<file path="src/rtl/float_unit_arbiter.sv">
// Round-robin arbiter sharing one float adder/multiplier between NUM_REQ requesters.
// Define FLOAT_ARB_FIXED_PRIO_EN for fixed priority (lowest index wins) instead of round-robin.
//
// state       | meaning
// ST_IDLE     | no owner; pick next requester, latch its operands, pulse its AB_ACK
// ST_ISSUE    | present operands to the unit until it accepts them
// ST_WAIT_Z   | wait for the unit result, capture it and pulse the unit Z_ACK
// ST_DELIVER  | hold result to the owner until it acknowledges
module float_unit_arbiter #(
    parameter int NUM_REQ = 4,
    parameter int PTR_W   = 2
) (
    input  logic                    i_CLK,
    input  logic                    i_RSTN,
    input  logic [32*NUM_REQ-1:0]   i_REQ_A,
    input  logic [32*NUM_REQ-1:0]   i_REQ_B,
    input  logic [NUM_REQ-1:0]      i_REQ_AB_STB,
    output logic [NUM_REQ-1:0]      o_REQ_AB_ACK,
    output logic [31:0]             o_REQ_Z,
    output logic [NUM_REQ-1:0]      o_REQ_Z_STB,
    input  logic [NUM_REQ-1:0]      i_REQ_Z_ACK,
    output logic [31:0]             o_UNIT_A,
    output logic [31:0]             o_UNIT_B,
    output logic                    o_UNIT_AB_STB,
    input  logic                    i_UNIT_AB_ACK,
    input  logic [31:0]             i_UNIT_Z,
    input  logic                    i_UNIT_Z_STB,
    output logic                    o_UNIT_Z_ACK,
    output logic [NUM_REQ-1:0]      o_GRANT,
    output logic                    o_BUSY
);

    localparam logic [NUM_REQ-1:0] ONE_HOT0 = NUM_REQ'(1);

    typedef enum logic [1:0] {
        ST_IDLE,
        ST_ISSUE,
        ST_WAIT_Z,
        ST_DELIVER
    } state_t;

    state_t           state;
    logic [PTR_W-1:0] grant_idx;
    logic [PTR_W-1:0] sel_idx;
    logic [PTR_W-1:0] scan_base;
    logic             sel_found;

`ifdef FLOAT_ARB_FIXED_PRIO_EN
    assign scan_base = '0;
`else
    logic [PTR_W-1:0] rr_ptr;
    assign scan_base = rr_ptr;
`endif

    function automatic logic [PTR_W-1:0] wrap_add(input logic [PTR_W-1:0] base, input int off);
        int s;
        s = int'(base) + off;
        if (s >= NUM_REQ) s = s - NUM_REQ;
        return PTR_W'(s);
    endfunction

    // First pending requester found scanning upward from scan_base with wrap.
    always_comb begin
        sel_found = 1'b0;
        sel_idx   = '0;
        for (int i = 0; i < NUM_REQ; i++) begin
            if (!sel_found && i_REQ_AB_STB[wrap_add(scan_base, i)]) begin
                sel_found = 1'b1;
                sel_idx   = wrap_add(scan_base, i);
            end
        end
    end

    assign o_BUSY = (state != ST_IDLE);

    always_ff @(posedge i_CLK) begin
        if (!i_RSTN) begin
            state         <= ST_IDLE;
            grant_idx     <= '0;
            o_REQ_AB_ACK  <= '0;
            o_REQ_Z       <= '0;
            o_REQ_Z_STB   <= '0;
            o_UNIT_A      <= '0;
            o_UNIT_B      <= '0;
            o_UNIT_AB_STB <= 1'b0;
            o_UNIT_Z_ACK  <= 1'b0;
            o_GRANT       <= '0;
`ifndef FLOAT_ARB_FIXED_PRIO_EN
            rr_ptr        <= '0;
`endif
        end else begin
            o_REQ_AB_ACK <= '0;
            o_UNIT_Z_ACK <= 1'b0;
            case (state)
                ST_IDLE: begin
                    if (sel_found) begin
                        grant_idx     <= sel_idx;
                        o_UNIT_A      <= i_REQ_A[32*sel_idx +: 32];
                        o_UNIT_B      <= i_REQ_B[32*sel_idx +: 32];
                        o_GRANT       <= ONE_HOT0 << sel_idx;
                        o_REQ_AB_ACK  <= ONE_HOT0 << sel_idx;
                        o_UNIT_AB_STB <= 1'b1;
                        state         <= ST_ISSUE;
                    end
                end
                ST_ISSUE: begin
                    if (i_UNIT_AB_ACK) begin
                        o_UNIT_AB_STB <= 1'b0;
                        state         <= ST_WAIT_Z;
                    end
                end
                ST_WAIT_Z: begin
                    if (i_UNIT_Z_STB) begin
                        o_REQ_Z      <= i_UNIT_Z;
                        o_REQ_Z_STB  <= ONE_HOT0 << grant_idx;
                        o_UNIT_Z_ACK <= 1'b1;
                        state        <= ST_DELIVER;
                    end
                end
                ST_DELIVER: begin
                    if (i_REQ_Z_ACK[grant_idx]) begin
                        o_REQ_Z_STB <= '0;
                        o_GRANT     <= '0;
`ifndef FLOAT_ARB_FIXED_PRIO_EN
                        rr_ptr      <= (int'(grant_idx) == NUM_REQ - 1) ? '0 : grant_idx + 1'b1;
`endif
                        state       <= ST_IDLE;
                    end
                end
                default: state <= ST_IDLE;
            endcase
        end
    end

endmodule

</file>
<file path="config.mk">
export PLATFORM = sky130hd
export DESIGN_NAME = float_unit_arbiter
export DESIGN_NICKNAME = d
export VERILOG_FILES = /design/src/rtl/float_unit_arbiter.sv
export SDC_FILE = /design/constraint.sdc
export NUM_CORES = 1
export LEC_CHECK = 0
export ABC_AREA = 1
export BUFFER_PORTS_ARGS = -buffer_cell sky130_fd_sc_hd__clkbuf_2
export CAP_MARGIN = 10
export CORE_AREA = 2 2 160 162
export CTS_CLUSTER_SIZE = 12
export DETAILED_ROUTE_END_ITERATION = 10
export DIE_AREA = 0 0 162 164
export GPL_TIMING_DRIVEN = 0
export PLACE_DENSITY = 0.56
export SETUP_SLACK_MARGIN = 0.5
export SLEW_MARGIN = 20
export SYNTH_ARGS = -nofsm -noshare
export SYNTH_HDL_FRONTEND = slang
export SYNTH_SLANG_ARGS = --single-unit
</file>
<file path="constraint.sdc">
create_clock -name i_CLK -period 2.3 [get_ports i_CLK]
set_input_delay 0.69 -clock i_CLK [delete_from_list [all_inputs] [get_ports i_CLK]]
set_output_delay 0.69 -clock i_CLK [all_outputs]
set_load 0.01 [all_outputs]
</file>
After elaboration in Yosys (flattened, before gate mapping)

Cells that the tools add are included.

Output and inout bits: 111
Logic and storage cells: 97
Bits of input ports: 300
Register bits: 116

Multiplexer cells: 37
Reduce and logical (&&, ||, !) cells: 20
Add/sub/neg operators: 8
Eq/ne operators: 8
Magnitude comparators: 9
Shifts and indexed selects: 4

Operators with widths:

| kind                                                                  | number |
|---|---|
| 128-bit by 8-bit variable part select with 32-bit output              | 2 |
| 2-bit 2-to-1 mux                                                      | 13 |
| 4-bit one-hot mux with 2 select lines                                 | 2 |
| 2-bit by 3-bit < comparator with 1-bit output, second input constant  | 5 |
| 1-bit 2-to-1 mux                                                      | 12 |
| 4-bit 2-to-1 mux                                                      | 3 |
| 3-bit AND reduction                                                   | 4 |
| 1-bit binary-select mux with 2-bit select                             | 5 |
| 3-bit >= comparator, second input constant                            | 3 |
| 2-bit inequality test, second input constant                          | 4 |
| 2-bit one-hot mux with 4 select lines                                 | 1 |
| 2-bit AND reduction                                                   | 4 |
| 2-bit nonzero test                                                    | 4 |
| 1-bit by 2-bit << shifter with 4-bit output, first input constant     | 2 |
| 2-bit by 1-bit subtractor with 2-bit output, second input constant    | 4 |
| 2-bit by 2-bit adder with 3-bit output, second input constant         | 2 |
| 2-bit by 1-bit equality test with 1-bit output, second input constant | 2 |
| 2-bit equality test, second input constant                            | 2 |
| 4-bit AND reduction                                                   | 1 |
| 2-bit by 1-bit adder with 3-bit output, second input constant         | 1 |
| 2-bit by 3-bit >= comparator with 1-bit output, second input constant | 1 |
| 1-bit logical AND                                                     | 3 |
| 1-bit logical NOT                                                     | 3 |
| 2-bit by 1-bit adder with 2-bit output, second input constant         | 1 |
| 2 further kinds                                                       | 2 |

Depth between registers and ports, before layout

Gate-level depths: netlist (run 1).

Word-level depth: 17
Gate-level depth with buffers: 17
Depth with buffers taken out: 15

Least setup slack after synthesis (run 1)

No wires, ideal clock.

Path kind: input-to-reg
From: input i_REQ_AB_STB[1]
To: register o_UNIT_A[10]
Setup slack: 0.167 ns
Library setup time: 0.117 ns
Data required time: 2.183 ns
Arrival time: 2.016 ns
Stages: 15
Buffers on the path: 3
Path through: inv_1 nand2_1 nand3_1 nand2_2 nor2_4 nand3_1 nand2_2 nand2_2 buf_6 buf_6 buf_6 nand3_1 nand3_1 nor2_1 nor2_1

Longest elaborated chain between the ends: 13
Elaborated cells on any way between the ends: 24
Classes of those cells: shift (1); mux (16); reduce/logical (7)

Ends and longest elaborated chain:

| what                                                                                                   | RTL line | source |
|---|---|---|
| start, declared                                                                                        | 17       | `input logic [NUM_REQ-1:0] i_REQ_AB_STB,` |
| 1-bit binary-select mux with 2-bit select                                                              | 67       | `if (!sel_found && i_REQ_AB_STB[wrap_add(scan_base, i)]) begin` |
| 1-bit 2-to-1 mux (implied by the code)                                                                 | 67       |  |
| 1-bit 2-to-1 mux                                                                                       | 67       |  |
| 1-bit logical NOT                                                                                      | 67       |  |
| 1-bit logical AND                                                                                      | 67       |  |
| 1-bit 2-to-1 mux                                                                                       | 67       |  |
| 1-bit logical NOT                                                                                      | 67       |  |
| 1-bit logical AND                                                                                      | 67       |  |
| 1-bit 2-to-1 mux                                                                                       | 67       |  |
| 1-bit logical NOT                                                                                      | 67       |  |
| 1-bit logical AND                                                                                      | 67       |  |
| 2-bit 2-to-1 mux / 1-bit 2-to-1 mux (equally long branches)                                            | 67       |  |
| 128-bit by 8-bit variable part select with 32-bit output / 2-bit AND reduction (equally long branches) | n/a      |  |
| end signal, assigned                                                                                   | 98       | `o_UNIT_A <= i_REQ_A[32*sel_idx +: 32];` |
| end, declared                                                                                          | 22       | `output logic [31:0] o_UNIT_A,` |

Parallel ways exist; a longest one is shown, timed or not. The select of a mux whose other input is x is not followed.
A chain may end at the register's enable or synchronous reset.

Worst setup path in the final report (run 1)

From: register rr_ptr[0]
To: register o_UNIT_B[11]

Longest elaborated chain between the ends: 15
Elaborated cells on any way between the ends: 39
Classes of those cells: add/sub (7); order compare (4); shift (1); mux (20); reduce/logical (7)

Ends and longest elaborated chain:

| what                                                                            | RTL line | source |
|---|---|---|
| start, declared                                                                 | 51       | `logic [PTR_W-1:0] rr_ptr;` |
| start signal, assigned                                                          | 125      | `rr_ptr <= (int'(grant_idx) == NUM_REQ - 1) ? '0 : grant_idx + 1'b1;` |
| branches (longest 15 deep; another with 2-bit by 1-bit adder with 3-bit output) | n/a      |  |
| end signal, assigned                                                            | 99       | `o_UNIT_B <= i_REQ_B[32*sel_idx +: 32];` |
| end, declared                                                                   | 23       | `output logic [31:0] o_UNIT_B,` |

Several ways; the timed one is not identified. The select of a mux whose other input is x is not followed.

==> results.json, run 1 <==
{
  "dp_hpwl_um": 24800,
  "pre_cts_slack_ns": -0.371,
  "antenna_found_initial": 0,
  "diodes": 0,
  "design_area_um2": 11100,
  "syn_nets": 1413,
  "cts_made_buffers": 17,
  "p_total_mw": 14.8,
  "fin_worst_skew_ns": 0.0103,
  "crit_chain": "clkbuf_16 -> nand2_2 -> nand2_1 -> nand2_2 -> nand2_2 -> nor2_4 -> nand3_2 -> nand2_4 -> nand2_4 -> buf_12 -> buf_12 -> buf_12 -> nand3_2 -> nand3_2 -> nor2_1 -> nor2_1",
  "row_count": 58,
  "drcViolationCount": 0,
  "worst_slew_pin_slew_ns": 0.547,
  "final_util_pct": 44.7,
  "setup_slack_ns": 0.162,
  "multi_input_comb_area_um2": 4560,
  "syn_area_um2": 6680,
  "clk_pin_slew_ns": 0.06,
  "grt_pass1_wl_um": 46200,
  "initialDrtViolationCount": 536,
  "hold_viol": 0,
  "postCtsHoldBufs": 0,
  "worst-r2r-setup-slack_ns": 0.16,
  "track_usage_pct": 22.8,
  "cts.sinks": 116,
  "grt_max_degree": 17,
  "dpl_cell_area_um2": 9410,
  "rsz0062_at_grt": "true",
  "max_cap_viol_count": 0,
  "num_vias": 8967,
  "cp_max_fo": 10,
  "seq_area_um2": 2330,
  "via_per_inst": 4.72,
  "setup_viol": 0,
  "slew-limit-headroom_pct": 63.6,
  "min_period_ns": 2.14,
  "fill_cells": 2678,
  "fin_tns_setup_ns": 0,
  "wl_um": 31700,
  "fmax_mhz": 468,
  "syn_area_per_cell_um2": 6.05,
  "yosysSeqAreaShare_pct": 34.8,
  "path_class": "flop to flop",
  "slew_viol_final": 0,
  "clockBufferDepth": 2,
  "syn2layout_area_growth_pct": 66.1,
  "hold_path_class": "flop to flop",
  "cts_tree": "built",
  "gp_congestion": 0.891,
  "critPathTopFamily": "simple AND/OR/NAND/NOR gates",
  "ys_ff_latch": 116,
  "clk_latency_ns": 0.42,
  "port_buffers": 410,
  "die_height_um": 164,
  "p_leak_nw": 5.89,
  "cp_slowest_cell": "dfxtp_4",
  "p_per_area_nw_per_um2": 1340,
  "max_stage_delay_ns": 0.38,
  "cts_max_level": 4,
  "cp_num_buf_inv": 4,
  "post_route_cells_drive_above_1_share_pct": 45.6,
  "dr.pass1.iters": 5,
  "nets": 1867,
  "cp.required_ns": 2.61,
  "end_kind": "flop",
  "wl_per_cell_um": 16.7,
  "antenna_left": 0,
  "startpoint_type": "flop",
  "design.die.area_um2": 26600,
  "ioPinCount": 411,
  "initial_utilization_pct": 26.9,
  "grt_overflow": 0,
  "cp.arrival_ns": 2.44,
  "irDropWorstVdd_v": 0.000607,
  "die_w_um": 162,
  "outcome": "finished, final reports clean",
  "synthDistinctLibCells": 25,
  "grt_pass1_vias": 8584,
  "post-route-period-util_pct": 93.0,
  "synthCells": 1105,
  "ys_warn_count": 0,
  "coreArea_um2": 24800,
  "cts_root_buf": "clkbuf_16"
}
## registers in the layout, indices dropped and copies added (netlist names)
signal	cells
grant_idx	2
o_GRANT	4
o_REQ_AB_ACK	4
o_REQ_Z	32
o_REQ_Z_STB	4
o_UNIT_A	32
o_UNIT_AB_STB	1
o_UNIT_B	32
o_UNIT_Z_ACK	1
rr_ptr	2
state	2
## kinds of logic (layout without fill, tap and decap cells)
kind of cell,Yosys count,in the layout,share of synthesized area (%)
buf+inv,121,587,8.75
compound gates,97,97,7.38
flops,116,116,34.8
simple gates,763,763,47.6
fa+ha+maj,8,8,1.50
## worst register-to-register path, stage by stage (launching register included)
cell	delay [ns]
dfxtp_4	0.38
clkbuf_16	0.16
nand2_2	0.05
nand2_1	0.06
nand2_2	0.07
nand2_2	0.06
nor2_4	0.13
nand3_2	0.10
nand2_4	0.13
nand2_4	0.08
buf_12	0.15
buf_12	0.15
buf_12	0.15
nand3_2	0.07
nand3_2	0.13
nor2_1	0.11
nor2_1	0.04
## stage by stage
step           instances  hold slack, ns
6_report            1901           0.465
5_1_grt             1901           0.477
4_1_cts             1893           0.462
3_5_place_dp        1845           0.455
3_3_place_gp        1845           0.455
2_1_floorplan       1105           0.486
## where the power goes
part           total, mW  leakage (nW)  switching (mW)  internal [mW]
registers           3.20         0.958           0.414           2.78
logic               9.24          4.69            5.51           3.74
clock network       2.38         0.241            1.01           1.37
total               14.8          5.89            6.93           7.89
## cell usage in the layout, fill, tap and decap left out, types with 18 or more instances in the layout
cell type	instances
nand2_1	276
nor2_1	185
inv_1	31
nand3_1	126
nand2_2	47
nor2_2	18
o21ai_0	76
clkbuf_1	22
clkbuf_2	419
buf_4	26
clkbuf_16	21
nand2_4	18
dfxtp_1	111
nand3_2	77
## Yosys cell counts, drive strengths merged
| cell type | n | area share, % |
|---|---|---|
| a21oi | 13 | 0.97 |
| buf | 44 | 4.4 |
| clkbuf | 34 | 1.9 |
| dfxtp | 116 | 35 |
| ha | 8 | 1.5 |
| inv | 43 | 2.4 |
| nand2 | 341 | 19 |
| nand3 | 208 | 16 |
| nand4 | 2 | 0.19 |
| nor2 | 208 | 12 |
| nor3 | 3 | 0.22 |
| o211a | 1 | 0.15 |
| o211ai | 1 | 0.11 |
| o21ai | 82 | 6.1 |
| or2 | 1 | 0.094 |
## metal layers
metal	global-route usage, %	up-vias	wire length, um
met4	7.72	0	829
met5	0	-	0
met3	4.92	51	2100
li1	-	4456	-
met1	27.6	4101	13100
met2	40.2	359	15600
## area by class of cell
| type | count | share of cell area, % |
|---|---|---|
| sequential | 116 | 21.0 |
| multi-input combinational | 868 | 41.1 |
| clock buffer | 19 | 3.90 |
| inverter | 43 | 1.75 |
| clock inverter | 12 | 0.755 |
| buffer | 78 | 6.02 |
| tap | 330 | 3.72 |
| timing repair buffer | 435 | 21.7 |
## what timing repair did
action | 4_1_cts | 5_1_grt
resized for setup | 68 | 196
pin swaps | 18 | 71
gates cloned | 3 | 4
buffers inserted | 14 | 4
endpoints found under the setup margin | 85 | 112
## final timing paths
| path | start | endpoint | cells past startpoint |
|---|---|---|---|
| max reg2reg | rr_ptr[0]$_SDFFE_PN0P_ | o_UNIT_B[11]$_SDFFE_PN0P_ | 16 |
| min | o_GRANT[3]$_SDFFE_PN0P_ | o_GRANT[3]$_SDFFE_PN0P_ | 2 |
| min reg2reg | o_GRANT[3]$_SDFFE_PN0P_ | o_GRANT[3]$_SDFFE_PN0P_ | 2 |
| max | rr_ptr[0]$_SDFFE_PN0P_ | o_UNIT_B[11]$_SDFFE_PN0P_ | 16 |
No activity file was read; power rests on OpenSTA's default activity.
==> inputs of run 2 (changes only) <==
--- a/config.mk
+++ b/config.mk
@@ -8,12 +8,12 @@
 export ABC_AREA = 1
 export BUFFER_PORTS_ARGS = -buffer_cell sky130_fd_sc_hd__clkbuf_2
 export CAP_MARGIN = 10
-export CORE_AREA = 2 2 160 162
+export CORE_AREA = 2 2 158 160
 export CTS_CLUSTER_SIZE = 12
 export DETAILED_ROUTE_END_ITERATION = 10
-export DIE_AREA = 0 0 162 164
+export DIE_AREA = 0 0 160 162
 export GPL_TIMING_DRIVEN = 0
-export PLACE_DENSITY = 0.56
+export PLACE_DENSITY = 0.59
 export SETUP_SLACK_MARGIN = 0.5
 export SLEW_MARGIN = 20
 export SYNTH_ARGS = -nofsm -noshare
==> constraint.sdc (replaced) <==
create_clock -name i_CLK -period 1.9 [get_ports i_CLK]
set_input_delay 0.57 -clock i_CLK [delete_from_list [all_inputs] [get_ports i_CLK]]
set_output_delay 0.57 -clock i_CLK [all_outputs]
set_load 0.01 [all_outputs]
==> results.json, run 2 (synthesis results as in run 1) <==
{
  "fmax_mhz": 480,
  "p_leak_nw": 6.65,
  "fin_worst_skew_ns": 0.0117,
  "violations": "setup timing",
  "outcome": "finished, violations left",
  "antenna_found_initial": 0,
  "max_cap_viol_count": 0,
  "hold_ws_ns": 0.411,
  "coreArea_um2": 24100,
  "design.die.area_um2": 25900,
  "initial_utilization_pct": 27.7,
  "final_util_pct": 53.9,
  "cp.arrival_ns": 2.39,
  "grt_pass1_wl_um": 47500,
  "startpoint_type": "flop",
  "port_buffers": 410,
  "syn2layout_area_growth_pct": 94.4,
  "irDropWorstVdd_v": 0.000693,
  "diodes": 0,
  "dpl_cell_area_um2": 9400,
  "slew-limit-headroom_pct": 64.2,
  "cts_root_buf": "clkbuf_16",
  "dp_hpwl_um": 24200,
  "worst_slew_pin_slew_ns": 0.537,
  "hold_path_class": "input port to flop",
  "antenna_left": 0,
  "via_per_inst": 4.79,
  "p_per_area_nw_per_um2": 1660,
  "clk_latency_ns": 0.42,
  "slew_viol_final": 0,
  "postCtsHoldBufs": 0,
  "die_w_um": 160,
  "grt_overflow": 0,
  "gp_congestion": 0.892,
  "min_period_ns": 2.08,
  "cts_made_buffers": 17,
  "wl_per_cell_um": 17.3,
  "cts_tree": "built",
  "cp_max_fo": 5,
  "cp.required_ns": 2.20,
  "setup_slack_ns": -0.182,
  "setup_viol": 76,
  "dr.pass1.iters": 5,
  "end_kind": "flop",
  "num_vias": 9221,
  "path_class": "flop to flop",
  "design_area_um2": 13000,
  "cts.sinks": 116,
  "nets": 1895,
  "die_height_um": 162,
  "cts_max_level": 4,
  "wl_um": 33400,
  "clockBufferDepth": 2,
  "clk_pin_slew_ns": 0.06,
  "drcViolationCount": 0,
  "grt_max_degree": 17,
  "reg_top3": "o_REQ_Z: 32 flops, o_UNIT_A: 32 flops, o_UNIT_B: 32 flops",
  "post-route-period-util_pct": 110,
  "hold_viol": 0,
  "initialDrtViolationCount": 545,
  "rsz0062_at_grt": "true",
  "ioPinCount": 411,
  "track_usage_pct": 23.6,
  "row_count": 57,
  "post_route_cells_drive_above_1_share_pct": 58.4,
  "final_common_cell": "clkbuf_2",
  "grt_pass1_vias": 8576,
  "final_cell_mix": "clkbuf_2 (310), nand2_1 (234), nor2_1 (179)"
}
-- run 2: changes by cell type in the layout (fill, tap and decap cells not counted), moves of 36 or more --
cell and change:
buf_6 +73, buf_8 +36, nand2_1 -42, clkbuf_2 -109, dfxtp_1 -106, dfxtp_2 +105
-- run 2: final timing paths --
check                               start                        to  slack (ns)  cells after the start
setup / recovery   rr_ptr[0]$_SDFFE_PN0P_  o_UNIT_A[5]$_SDFFE_PN0P_       -0.18                     16
hold / removal                i_UNIT_Z[4]   o_REQ_Z[4]$_SDFFE_PN0P_        0.41                      3
setup reg to reg   rr_ptr[0]$_SDFFE_PN0P_  o_UNIT_A[5]$_SDFFE_PN0P_       -0.18                     16
hold reg to reg   o_GRANT[0]$_SDFFE_PN0P_   o_GRANT[0]$_SDFFE_PN0P_        0.47                      2
-- run 2: stage by stage --
stage | TNS (ns) | power (mW) | setup slack [ns] | cells
2_1_floorplan | -0.712 | 9.57 | -0.0353 | 1105
3_3_place_gp | -46.09 | 12.8 | -0.677 | 1839
3_5_place_dp | -48.72 | 12.9 | -0.717 | 1839
4_1_cts | -8.69 | 19.1 | -0.168 | 1909
5_1_grt | -18.81 | 22.9 | -0.295 | 1924
6_report | -8.98 | 21.6 | -0.182 | 1924
-- run 2: critical path, stage by stage, from the launching register on --
cell,delay [ns]
dfxtp_4,0.37
buf_6,0.14
nand2_4,0.07
nand2_4,0.06
nand2_2,0.07
nand2_2,0.08
a21oi_2,0.16
nand2_2,0.14
nand2_4,0.12
buf_12,0.13
nor2_8,0.05
buf_12,0.14
clkbuf_16,0.17
nand2_4,0.05
nand3_2,0.06
nor2_2,0.12
nor2_1,0.05
-- run 2: per-layer routing --
metal	part of all wire, %	global-route usage, %
met5	0	0
met4	2.2	6.27
met3	5.8	5.29
met2	51	42.5
met1	41	28.4
-- run 2: timing repair --
action,CTS,global route
buffers inserted,31,10
resized for setup,345,420
pin swaps,57,75
setup endpoints to repair,225,215
gates cloned,7,5
-- run 2: cell type report --
| cell class | count | area [um2] |
|---|---|---|
| fill | 2362 | 11100 |
| multi-input combinational | 868 | 4970 |
| timing repair buffer | 463 | 3560 |
| sequential | 116 | 2470 |
| buffer | 78 | 785 |
| clock buffer | 19 | 433 |
| tap | 324 | 405 |
| inverter | 43 | 209 |
| clock inverter | 13 | 159 |
-- run 2: report_power, final --
group / internal, mW / switching (mW)
registers: 3.56 / 0.788
logic: 6.66 / 7.28
clock network: 2.06 / 1.21
==> inputs of run 3 (changes only) <==
--- a/config.mk
+++ b/config.mk
@@ -12,8 +12,8 @@
 export CTS_CLUSTER_SIZE = 12
 export DETAILED_ROUTE_END_ITERATION = 10
 export DIE_AREA = 0 0 160 162
-export GPL_TIMING_DRIVEN = 0
-export PLACE_DENSITY = 0.59
+export GPL_TIMING_DRIVEN = 1
+export PLACE_DENSITY = 0.69
 export SETUP_SLACK_MARGIN = 0.5
 export SLEW_MARGIN = 20
 export SYNTH_ARGS = -nofsm -noshare
==> results.json, run 3 (synthesis results as in run 1) <==
{
  "outcome": "finished, violations left",
  "violations": "setup timing",
  "p_leak_nw": 6.32,
  "cts_root_buf": "clkbuf_16",
  "clk_latency_ns": 0.41,
  "cts_made_buffers": 17,
  "final_common_cell": "clkbuf_2",
  "setup_slack_ns": -0.168,
  "fmax_mhz": 484,
  "hold_viol": 0,
  "irDropWorstVdd_v": 0.000606,
  "final_cell_mix": "clkbuf_2 (308), nand2_1 (231), nor2_1 (193)",
  "postCtsHoldBufs": 0,
  "path_class": "flop to flop",
  "slew-limit-headroom_pct": 72.5,
  "worst_slew_pin_slew_ns": 0.413,
  "p_per_area_nw_per_um2": 1620,
  "setup_viol": 68,
  "drcViolationCount": 0,
  "power_frac_clock_pct": 16.0,
  "initialDrtViolationCount": 591,
  "track_usage_pct": 19.9,
  "final_cells": 1899,
  "diodes": 0,
  "slew_viol_final": 0,
  "grt_max_degree": 64,
  "die_w_um": 160,
  "pre_cts_slack_ns": -0.533,
  "cts_tree": "built",
  "cp.required_ns": 2.24,
  "rsz0062_at_grt": "true",
  "initial_utilization_pct": 27.7,
  "grt_overflow": 0,
  "syn2layout_area_growth_pct": 86.1,
  "num_vias": 9184,
  "post_route_cells_drive_above_1_share_pct": 55.9,
  "p_sw_mw": 8.57,
  "via_per_inst": 4.84,
  "port_buffers": 410,
  "clockBufferDepth": 2,
  "fin_worst_skew_ns": 0.00803,
  "p_comb_share_pct": 63.1,
  "end_kind": "flop",
  "swShare_pct": 42.4,
  "wl_per_cell_um": 15.8,
  "fill_cells": 2290,
  "seq_power_share_pct": 20.9,
  "startpoint_type": "flop",
  "hold_path_class": "input port to flop",
  "post-route-period-util_pct": 109,
  "cts_max_level": 4,
  "nets": 1870,
  "coreArea_um2": 24100,
  "cp_max_fo": 8,
  "dr.pass1.iters": 5,
  "dp_hpwl_um": 20300,
  "die_height_um": 162,
  "ioPinCount": 411,
  "wl_um": 30000,
  "reg_top3": "o_REQ_Z: 32 flops, o_UNIT_A: 32 flops, o_UNIT_B: 32 flops",
  "antenna_found_initial": 0,
  "cts.sinks": 116,
  "grt_pass1_vias": 8345,
  "min_period_ns": 2.07,
  "p_int_mw": 11.6,
  "dp.cells": 1824,
  "grt_pass1_wl_um": 41400,
  "clk_pin_slew_ns": 0.06,
  "hold_ws_ns": 0.411,
  "antenna_left": 0,
  "max_cap_viol_count": 0,
  "gp_congestion": 0.905,
  "design.die.area_um2": 25900,
  "cp.arrival_ns": 2.41,
  "row_count": 57
}
-- run 3: changes by cell type in the layout (fill, tap and decap cells not counted), sizes merged --
cell and change:
clkbuf -20, buf -3, bufbuf -1, bufinv -1, clkinvlp +1, inv -1
-- run 3: area by class of cell --
| cell class | instances | area (um2) | area share [%] |
|---|---|---|---|
| Multi-Input combinational cell | 868 | 4730 | 38.0 |
| Sequential cell | 116 | 2450 | 19.7 |
| Clock inverter | 12 | 131 | 1.06 |
| Tap cell | 324 | 405 | 3.26 |
| Clock buffer | 20 | 457 | 3.67 |
| Inverter | 43 | 201 | 1.62 |
| Timing Repair Buffer | 516 | 4070 | 32.7 |
-- run 3: worst paths after layout --
kind	from	end	slack, ns	cells past startpoint
worst min register to register	o_REQ_Z_STB[3]$_SDFFE_PN0P_	o_REQ_Z_STB[3]$_SDFFE_PN0P_	0.47	2
worst min-delay path	i_UNIT_Z[8]	o_REQ_Z[8]$_SDFFE_PN0P_	0.41	3
worst max-delay path	rr_ptr[0]$_SDFFE_PN0P_	o_UNIT_B[28]$_SDFFE_PN0P_	-0.17	16
worst max register to register	rr_ptr[0]$_SDFFE_PN0P_	o_UNIT_B[28]$_SDFFE_PN0P_	-0.17	16
-- run 3: what timing repair did --
item	CTS	global route
buffers inserted	15	14
endpoints found under the setup margin	224	224
resized for setup	73	504
gates cloned	2	12
endpoints found under the hold margin	0	0
pin swaps	9	110
-- run 3: power by group through the flow --
stage               Sequential (mW)  Combinational [mW]  Clock (mW)
global placement               3.87                8.83           0
CTS                            3.90                9.81        3.31
detailed placement             3.89                8.92           0
finish                         4.23                12.7        3.23
floorplan                      4.24                5.33           0
global route                   4.33                13.8        3.43
-- run 3: metal layers --
layer / vias up / track usage (%) / share of wire (%)
li1: 4458 / - / -
met1: 4259 / 23.3 / 40
met2: 402 / 35.2 / 50
met3: 65 / 4.65 / 6.8
met4: 0 / 7.78 / 2.5
met5: - / 0 / 0
-- run 3: metrics by stage --
stage,power [mW],cell area (um2),util [%],setup TNS [ns]
final,20.2,12400,51.6,-7.81
after global routing,21.5,12400,51.6,-16.93
after CTS,17.0,10600,44.0,-6.78
after detailed placement,12.8,9600,39.8,-29.93
after global placement,12.7,9600,39.8,-27.33
after floorplan,9.57,6950,-,-0.712
-- run 3: critical path: stages, from the launching register on --
cell	delay (ns)
dfxtp_4	0.38
clkbuf_16	0.16
nand2_1	0.05
nand2_1	0.07
nand2_2	0.09
nand2_4	0.06
nor2_4	0.13
nand3_2	0.11
nand2_4	0.11
nand2_8	0.11
nor2_8	0.17
buf_12	0.15
buf_12	0.13
nand2_1	0.07
nand3_2	0.06
nor2_2	0.04
nor2_1	0.09
